==> config.mk <==
export PLATFORM = sky130hd
export DESIGN_NAME = priority_arbiter_held_flat
export DESIGN_NICKNAME = d
export VERILOG_FILES = /design/src/rtl/priority_arbiter_held_pkg.sv /design/src/rtl/priority_arbiter_held_if.sv /design/src/rtl/priority_arbiter_held_isolate.sv /design/src/rtl/priority_arbiter_held.sv /design/src/flat_wrapper.sv
export SDC_FILE = /design/constraint.sdc
export NUM_CORES = 1
export LEC_CHECK = 0
export ABC_AREA = 1
export CAP_MARGIN = 20
export CORE_ASPECT_RATIO = 0.75
export CORE_MARGIN = 2
export CORE_UTILIZATION = 40
export DETAILED_ROUTE_END_ITERATION = 8
export PLACE_DENSITY = 0.71
export SYNTH_ARGS = -nofsm -noshare
export SYNTH_HDL_FRONTEND = slang
export SYNTH_SLANG_ARGS = --single-unit
==> constraint.sdc <==
create_clock -name clock -period 1.39 [get_ports clock]
set_input_delay 0.139 -clock clock [delete_from_list [all_inputs] [get_ports clock]]
set_output_delay 0.139 -clock clock [all_outputs]
set_load 0.005 [all_outputs]
==> src/rtl/priority_arbiter_held_pkg.sv <==
// Shared constants for the held priority arbiter slice.
// Default sizing of eight requestors with a 3-bit index.
package priority_arbiter_held_pkg;

    localparam int DEFAULT_WORD_WIDTH  = 8;
    localparam int DEFAULT_INDEX_WIDTH = 3;

    // Smallest legal grant_index width for a given requestor count (never below 1).
    function automatic int min_index_width(input int word_width);
        int w;
        w = 1;
        while ((1 << w) < word_width) begin
            w++;
        end
        return w;
    endfunction

endpackage

==> src/rtl/priority_arbiter_held_if.sv <==
// Request/grant bundle between requestors (master) and the held arbiter (slave).
interface priority_arbiter_held_if
    import priority_arbiter_held_pkg::*;
#(
    parameter int WORD_WIDTH  = DEFAULT_WORD_WIDTH,
    parameter int INDEX_WIDTH = DEFAULT_INDEX_WIDTH
);

    logic [WORD_WIDTH-1:0]  requests;
    logic [WORD_WIDTH-1:0]  grant;
    logic [INDEX_WIDTH-1:0] grant_index;
    logic                   grant_valid;
    logic                   grant_new;

    modport master (
        output requests,
        input  grant,
        input  grant_index,
        input  grant_valid,
        input  grant_new
    );

    modport slave (
        input  requests,
        output grant,
        output grant_index,
        output grant_valid,
        output grant_new
    );

endinterface

==> src/rtl/priority_arbiter_held_isolate.sv <==
// Keeps only the rightmost set bit of a word; all zero in gives all zero out.
module bitmask_isolate_rightmost_1_bit #(
    parameter int WORD_WIDTH = 8
) (
    input  logic [WORD_WIDTH-1:0] word_in,
    output logic [WORD_WIDTH-1:0] word_out
);

    // Negation is WORD_WIDTH bits wide, so the carry out of the top bit is dropped.
    logic [WORD_WIDTH-1:0] negated;

    assign negated  = -word_in;
    assign word_out = word_in & negated;

endmodule

==> src/rtl/priority_arbiter_held.sv <==
// Registered LSB-first priority arbiter: a granted requestor keeps the grant
// until it drops its request; there is no pre-emption.
module priority_arbiter_held
    import priority_arbiter_held_pkg::*;
#(
    parameter int WORD_WIDTH  = DEFAULT_WORD_WIDTH,
    parameter int INDEX_WIDTH = DEFAULT_INDEX_WIDTH
) (
    input  logic                   clock,
    input  logic                   clear,
    priority_arbiter_held_if.slave arb
);

    logic [WORD_WIDTH-1:0]  candidate;
    logic [WORD_WIDTH-1:0]  grant_reg;
    logic [WORD_WIDTH-1:0]  grant_next;
    logic [INDEX_WIDTH-1:0] grant_index_reg;
    logic [INDEX_WIDTH-1:0] grant_index_next;
    logic                   grant_valid_reg;
    logic                   grant_valid_next;
    logic                   grant_new_reg;
    logic                   grant_new_next;
    logic                   held;

    bitmask_isolate_rightmost_1_bit #(
        .WORD_WIDTH (WORD_WIDTH)
    ) u_isolate (
        .word_in  (arb.requests),
        .word_out (candidate)
    );

    assign held       = |(grant_reg & arb.requests);
    assign grant_next = held ? grant_reg : candidate;

    // Index bit gi is the OR of every grant_next bit whose position has bit gi set.
    for (genvar gi = 0; gi < INDEX_WIDTH; gi++) begin : g_encode
        logic [WORD_WIDTH-1:0] select;
        for (genvar gj = 0; gj < WORD_WIDTH; gj++) begin : g_select
            assign select[gj] = 1'((gj >> gi) & 1);
        end
        assign grant_index_next[gi] = |(grant_next & select);
    end

    assign grant_valid_next = |grant_next;
    // Re-granting the same requestor without a gap counts as one grant.
    assign grant_new_next   = grant_valid_next && (grant_next != grant_reg);

    always_ff @(posedge clock) begin
        if (clear) begin
            grant_reg       <= '0;
            grant_index_reg <= '0;
            grant_valid_reg <= 1'b0;
            grant_new_reg   <= 1'b0;
        end else begin
            grant_reg       <= grant_next;
            grant_index_reg <= grant_index_next;
            grant_valid_reg <= grant_valid_next;
            grant_new_reg   <= grant_new_next;
        end
    end

    assign arb.grant       = grant_reg;
    assign arb.grant_index = grant_index_reg;
    assign arb.grant_valid = grant_valid_reg;
    assign arb.grant_new   = grant_new_reg;

endmodule
==> src/flat_wrapper.sv <==
// flat-port wrapper written by rule: the top's interface ports become plain ports
module priority_arbiter_held_flat import priority_arbiter_held_pkg::*;
#(
    parameter int WORD_WIDTH  = DEFAULT_WORD_WIDTH,
    parameter int INDEX_WIDTH = DEFAULT_INDEX_WIDTH
)
  (clock, clear, arb_requests, arb_grant, arb_grant_index, arb_grant_valid, arb_grant_new);
  priority_arbiter_held_if #(.WORD_WIDTH(WORD_WIDTH), .INDEX_WIDTH(INDEX_WIDTH)) arb_i ();
  input  logic clock;
  input  logic clear;
  input wire logic [$bits(arb_i.requests)-1:0] arb_requests;
  output wire logic [$bits(arb_i.grant)-1:0] arb_grant;
  output wire logic [$bits(arb_i.grant_index)-1:0] arb_grant_index;
  output wire logic [$bits(arb_i.grant_valid)-1:0] arb_grant_valid;
  output wire logic [$bits(arb_i.grant_new)-1:0] arb_grant_new;
  assign arb_i.requests = arb_requests;
  assign arb_grant = arb_i.grant;
  assign arb_grant_index = arb_i.grant_index;
  assign arb_grant_valid = arb_i.grant_valid;
  assign arb_grant_new = arb_i.grant_new;
  priority_arbiter_held #(.WORD_WIDTH(WORD_WIDTH), .INDEX_WIDTH(INDEX_WIDTH)) u_core (.clock(clock), .clear(clear), .arb(arb_i));
endmodule
==> flow_metrics.py <==
metrics = {
    "clock_tree": {
        "clock_sinks": 13,
        "numCtsBuffers": 3,
        "cts-htree-levels": 1,
        "worstSkewPairLatency_ns": 0.27,
        "holdBufCountCts": 0,
        "clk_pin_slew_ns": 0.07,
        "cts-root-buf": "sky130_fd_sc_hd__clkbuf_4",
        "cts_tree": "done",
        "cts_max_path_buffers": 2,
    },
    "pwr": {
        "p_per_area_mw_per_mm2": 2217,
        "ir_drop_mv": 1.309,
        "total_power_mw": 3.224,
        "leakagePower_nw": 0.7914,
    },
    "floorplan": {
        "die_height_um": 43.38,
        "dieArea_mm2": 0.002451,
        "pin_count": 23,
        "dieWidth_um": 56.51,
        "placeableCoreArea_mm2": 0.001979,
        "initial_util_pct": 41.78,
        "rows": 14,
    },
    "drt": {
        "detailedRoute.firstPassIterationCount": 4,
        "via_per_inst": 4.915,
        "ant_nets": 0,
        "drc": 0,
        "first_iter_violations": 44,
        "num_vias": 1047,
        "finalWirelength_um": 2928,
        "route.detailed.wl_per_inst_um": 13.75,
    },
    "finish": {
        "syn2layout_area_growth_pct": 75.79,
        "drive_above_1_share_pct": 44.97,
        "largest_reg_flops": 8,
        "stdcell_area_mm2": 0.001454,
        "n_fill_cell": 143,
        "insertedDiodeCount": 0,
        "design.final.nets": 200,
        "stdcell_count": 213,
    },
    "synth": {
        "ys_ff_latch": 13,
        "synth.avg_cell_area_um2": 6.265,
        "synthTopCellsByArea": "sky130_fd_sc_hd__dfxtp_1, sky130_fd_sc_hd__nand2_1, sky130_fd_sc_hd__nand2_2",
        "synth_cell_type_count": 17,
        "netlist_instances": 132,
        "post_synth_instance_area_um2": 827.0,
        "synth_fp_nets": 142,
        "synth_top_cell_area_share_pct": 31.47,
        "synth_area_leader_cell": "sky130_fd_sc_hd__dfxtp_1",
        "ys_seq_area_share_pct": 31.47,
        "synth_warnings": 0,
    },
    "critical_path": {
        "worstReg2RegStart": "u_core.arb.grant[5]",
        "reg2reg_setup_slack_ns": -0.04,
        "cp_max_fo": 7,
        "timing_worst_setup_path_type": "reg -> reg",
        "r2r_cells": 11,
        "type_of_destination_of_the_critical_path": "register",
        "regToRegEndpoint": "u_core.arb.grant_new",
        "cp_data_required_time_ns": 1.57,
        "critical_path.startpoint_type": "register",
        "cp.arrival_ns": 1.61,
    },
    "grt": {
        "grt_remaining_overflow": 0,
        "wire_length_of_the_first_global_routing_pass_um": 4319,
        "vias_in_the_first_global_route": 993,
        "grt_most_used_layer": "met2",
        "grt_util_all_layers_pct": 22.92,
        "grt_start_max_net_pins": 13,
        "use_met3_pct": 4.776,
        "gr-usage-met2_pct": 40.47,
        "grt_antenna_before_repair": 0,
        "use_met1_pct": 28.04,
    },
    "timing": {
        "final.setup.tns_ns": -0.1441,
        "slew_headroom_pct": 72.05,
        "final_critical_path_setup_slack_ns": -0.03966,
        "measured_slew_at_the_worst_slew_check_pin_ns": 0.4179,
        "max_clock_freq_mhz": 699.5,
        "final-setup-viol-count": 4,
        "slew_viol_final": 0,
        "final_worst_path_cycle_share_pct": 102.9,
        "report.final.hold_viol_count": 0,
        "min_cycle_time_layout_ns": 1.430,
        "rsz0062_at_grt": "true",
        "layout_skew_ns": 0.001339,
    },
    "placed_design": {
        "dpl.cell_count": 199,
        "placement.cell_area_mm2": 0.001235,
        "place_worst_setup_slack_ns": -0.3871,
        "sum_of_net_half_perimeters_after_detailed_placement_um": 1800,
        "placement.io_buffers": 22,
        "routabilityCongestion": 0.8982,
    },
    "outcome": {
        "violations": "negative setup slack",
        "run_status": "finished with violations",
    },
    "min_path": {
        "hold_path_class": "in -> reg",
        "worstHoldPathCells": 7,
        "hold_start": "arb_requests[6]",
        "hold-path-endpoint": "u_core.arb.grant[7]",
    },
    "run": {
        "cap_viol_max_count": 0,
    },
}
==> stage by stage <==
stage	util, %	hold WS, ns
6_report	73.45	0.6109
2_1_floorplan	-	0.2084
5_1_grt	73.45	0.6307
3_5_place_dp	62.39	0.7465
3_3_place_gp	62.39	0.7430
4_1_cts	70.23	0.6019
==> cell families after synthesis <==
kind of cell	Yosys count	share of synthesized area [%]
buf+inv	21	10.44
simple gates	93	52.80
compound gates	5	5.296
flops	13	31.47
==> worst max-delay path by stage <==
stage / from / end / slack (ns)
floorplan: u_core.arb.grant[4] / u_core.arb.grant_new / 0.007
global placement: arb_requests[2] / u_core.arb.grant_new / -0.33
detailed placement: arb_requests[2] / u_core.arb.grant_new / -0.39
CTS: u_core.arb.grant[0] / u_core.arb.grant_index[1] / -0.001
global route: u_core.arb.grant[5] / u_core.arb.grant_new / -0.11
finish: u_core.arb.grant[5] / u_core.arb.grant_new / -0.04
==> metal layers <==
layer  wire, um  part of all wire (%)  up-vias
li1           -                     -      520
met1       1326                    45      477
met2       1326                    45       42
met3        203                   6.9        8
met4         72                   2.5        0
met5          0                     0        -
==> synthesized netlist by cell type <==
library cell / number
sky130_fd_sc_hd__nand2_2: 12
sky130_fd_sc_hd__nand2_4: 1
sky130_fd_sc_hd__nor2_2: 3
sky130_fd_sc_hd__buf_6: 1
sky130_fd_sc_hd__nand2_1: 37
sky130_fd_sc_hd__nand4_1: 3
sky130_fd_sc_hd__and2_1: 1
sky130_fd_sc_hd__nor2_4: 2
sky130_fd_sc_hd__dfxtp_1: 13
sky130_fd_sc_hd__nor2_1: 20
sky130_fd_sc_hd__nand3_1: 13
sky130_fd_sc_hd__o21ai_2: 1
sky130_fd_sc_hd__clkbuf_1: 1
sky130_fd_sc_hd__a31oi_1: 3
sky130_fd_sc_hd__nor3_1: 1
sky130_fd_sc_hd__inv_1: 19
sky130_fd_sc_hd__o21ai_4: 1
==> report_power, final <==
part           leakage, nW  total, mW  internal, mW  switching, mW
clock network       0.0150      0.228         0.111          0.117
logic                0.665       2.39          1.22           1.17
registers            0.111      0.606         0.527         0.0795
total                0.791       3.22          1.85           1.37
==> placed cells by master (no fill, tap or decap), types with 4 or more instances in the layout <==
| cell type | Yosys | routed |
|---|---|---|
| sky130_fd_sc_hd__buf_4 | 0 | 28 |
| sky130_fd_sc_hd__buf_6 | 1 | 4 |
| sky130_fd_sc_hd__clkdlybuf4s50_1 | 0 | 12 |
| sky130_fd_sc_hd__dfxtp_1 | 13 | 5 |
| sky130_fd_sc_hd__dfxtp_2 | 0 | 8 |
| sky130_fd_sc_hd__dlygate4sd2_1 | 0 | 6 |
| sky130_fd_sc_hd__dlymetal6s2s_1 | 0 | 4 |
| sky130_fd_sc_hd__inv_1 | 19 | 18 |
| sky130_fd_sc_hd__nand2_1 | 37 | 22 |
| sky130_fd_sc_hd__nand2_2 | 12 | 26 |
| sky130_fd_sc_hd__nand3_1 | 13 | 9 |
| sky130_fd_sc_hd__nand3_2 | 0 | 4 |
| sky130_fd_sc_hd__nor2_1 | 20 | 20 |
==> critical path, stage by stage (launching register included) <==
cell	delay, ns
sky130_fd_sc_hd__dfxtp_2	0.34
sky130_fd_sc_hd__nand2_2	0.06
sky130_fd_sc_hd__nand2_2	0.07
sky130_fd_sc_hd__nor2_4	0.17
sky130_fd_sc_hd__buf_6	0.16
sky130_fd_sc_hd__nand3_2	0.08
sky130_fd_sc_hd__nand2_2	0.11
sky130_fd_sc_hd__nand2_2	0.07
sky130_fd_sc_hd__nor2_4	0.11
sky130_fd_sc_hd__nand2_1	0.05
sky130_fd_sc_hd__nand2_1	0.06
sky130_fd_sc_hd__nor2_1	0.04
==> final cells by class <==
type / instances / area (um^2) / share of cell area [%]
timing repair buffer: 54 / 478.0 / 32.87
tap: 24 / 30.03 / 2.065
inverter: 19 / 71.32 / 4.905
sequential: 13 / 270.3 / 18.59
clock buffer: 4 / 26.28 / 1.807
multi-input combinational: 99 / 578.1 / 39.76
==> repair_timing <==
item | CTS | global route
resized for setup | 30 | 18
gates cloned | 1 | 0
pin swaps | 12 | 11
setup endpoints to repair | 6 | 10
setup buffers | 9 | 0
(Power assumes the default switching activity.)
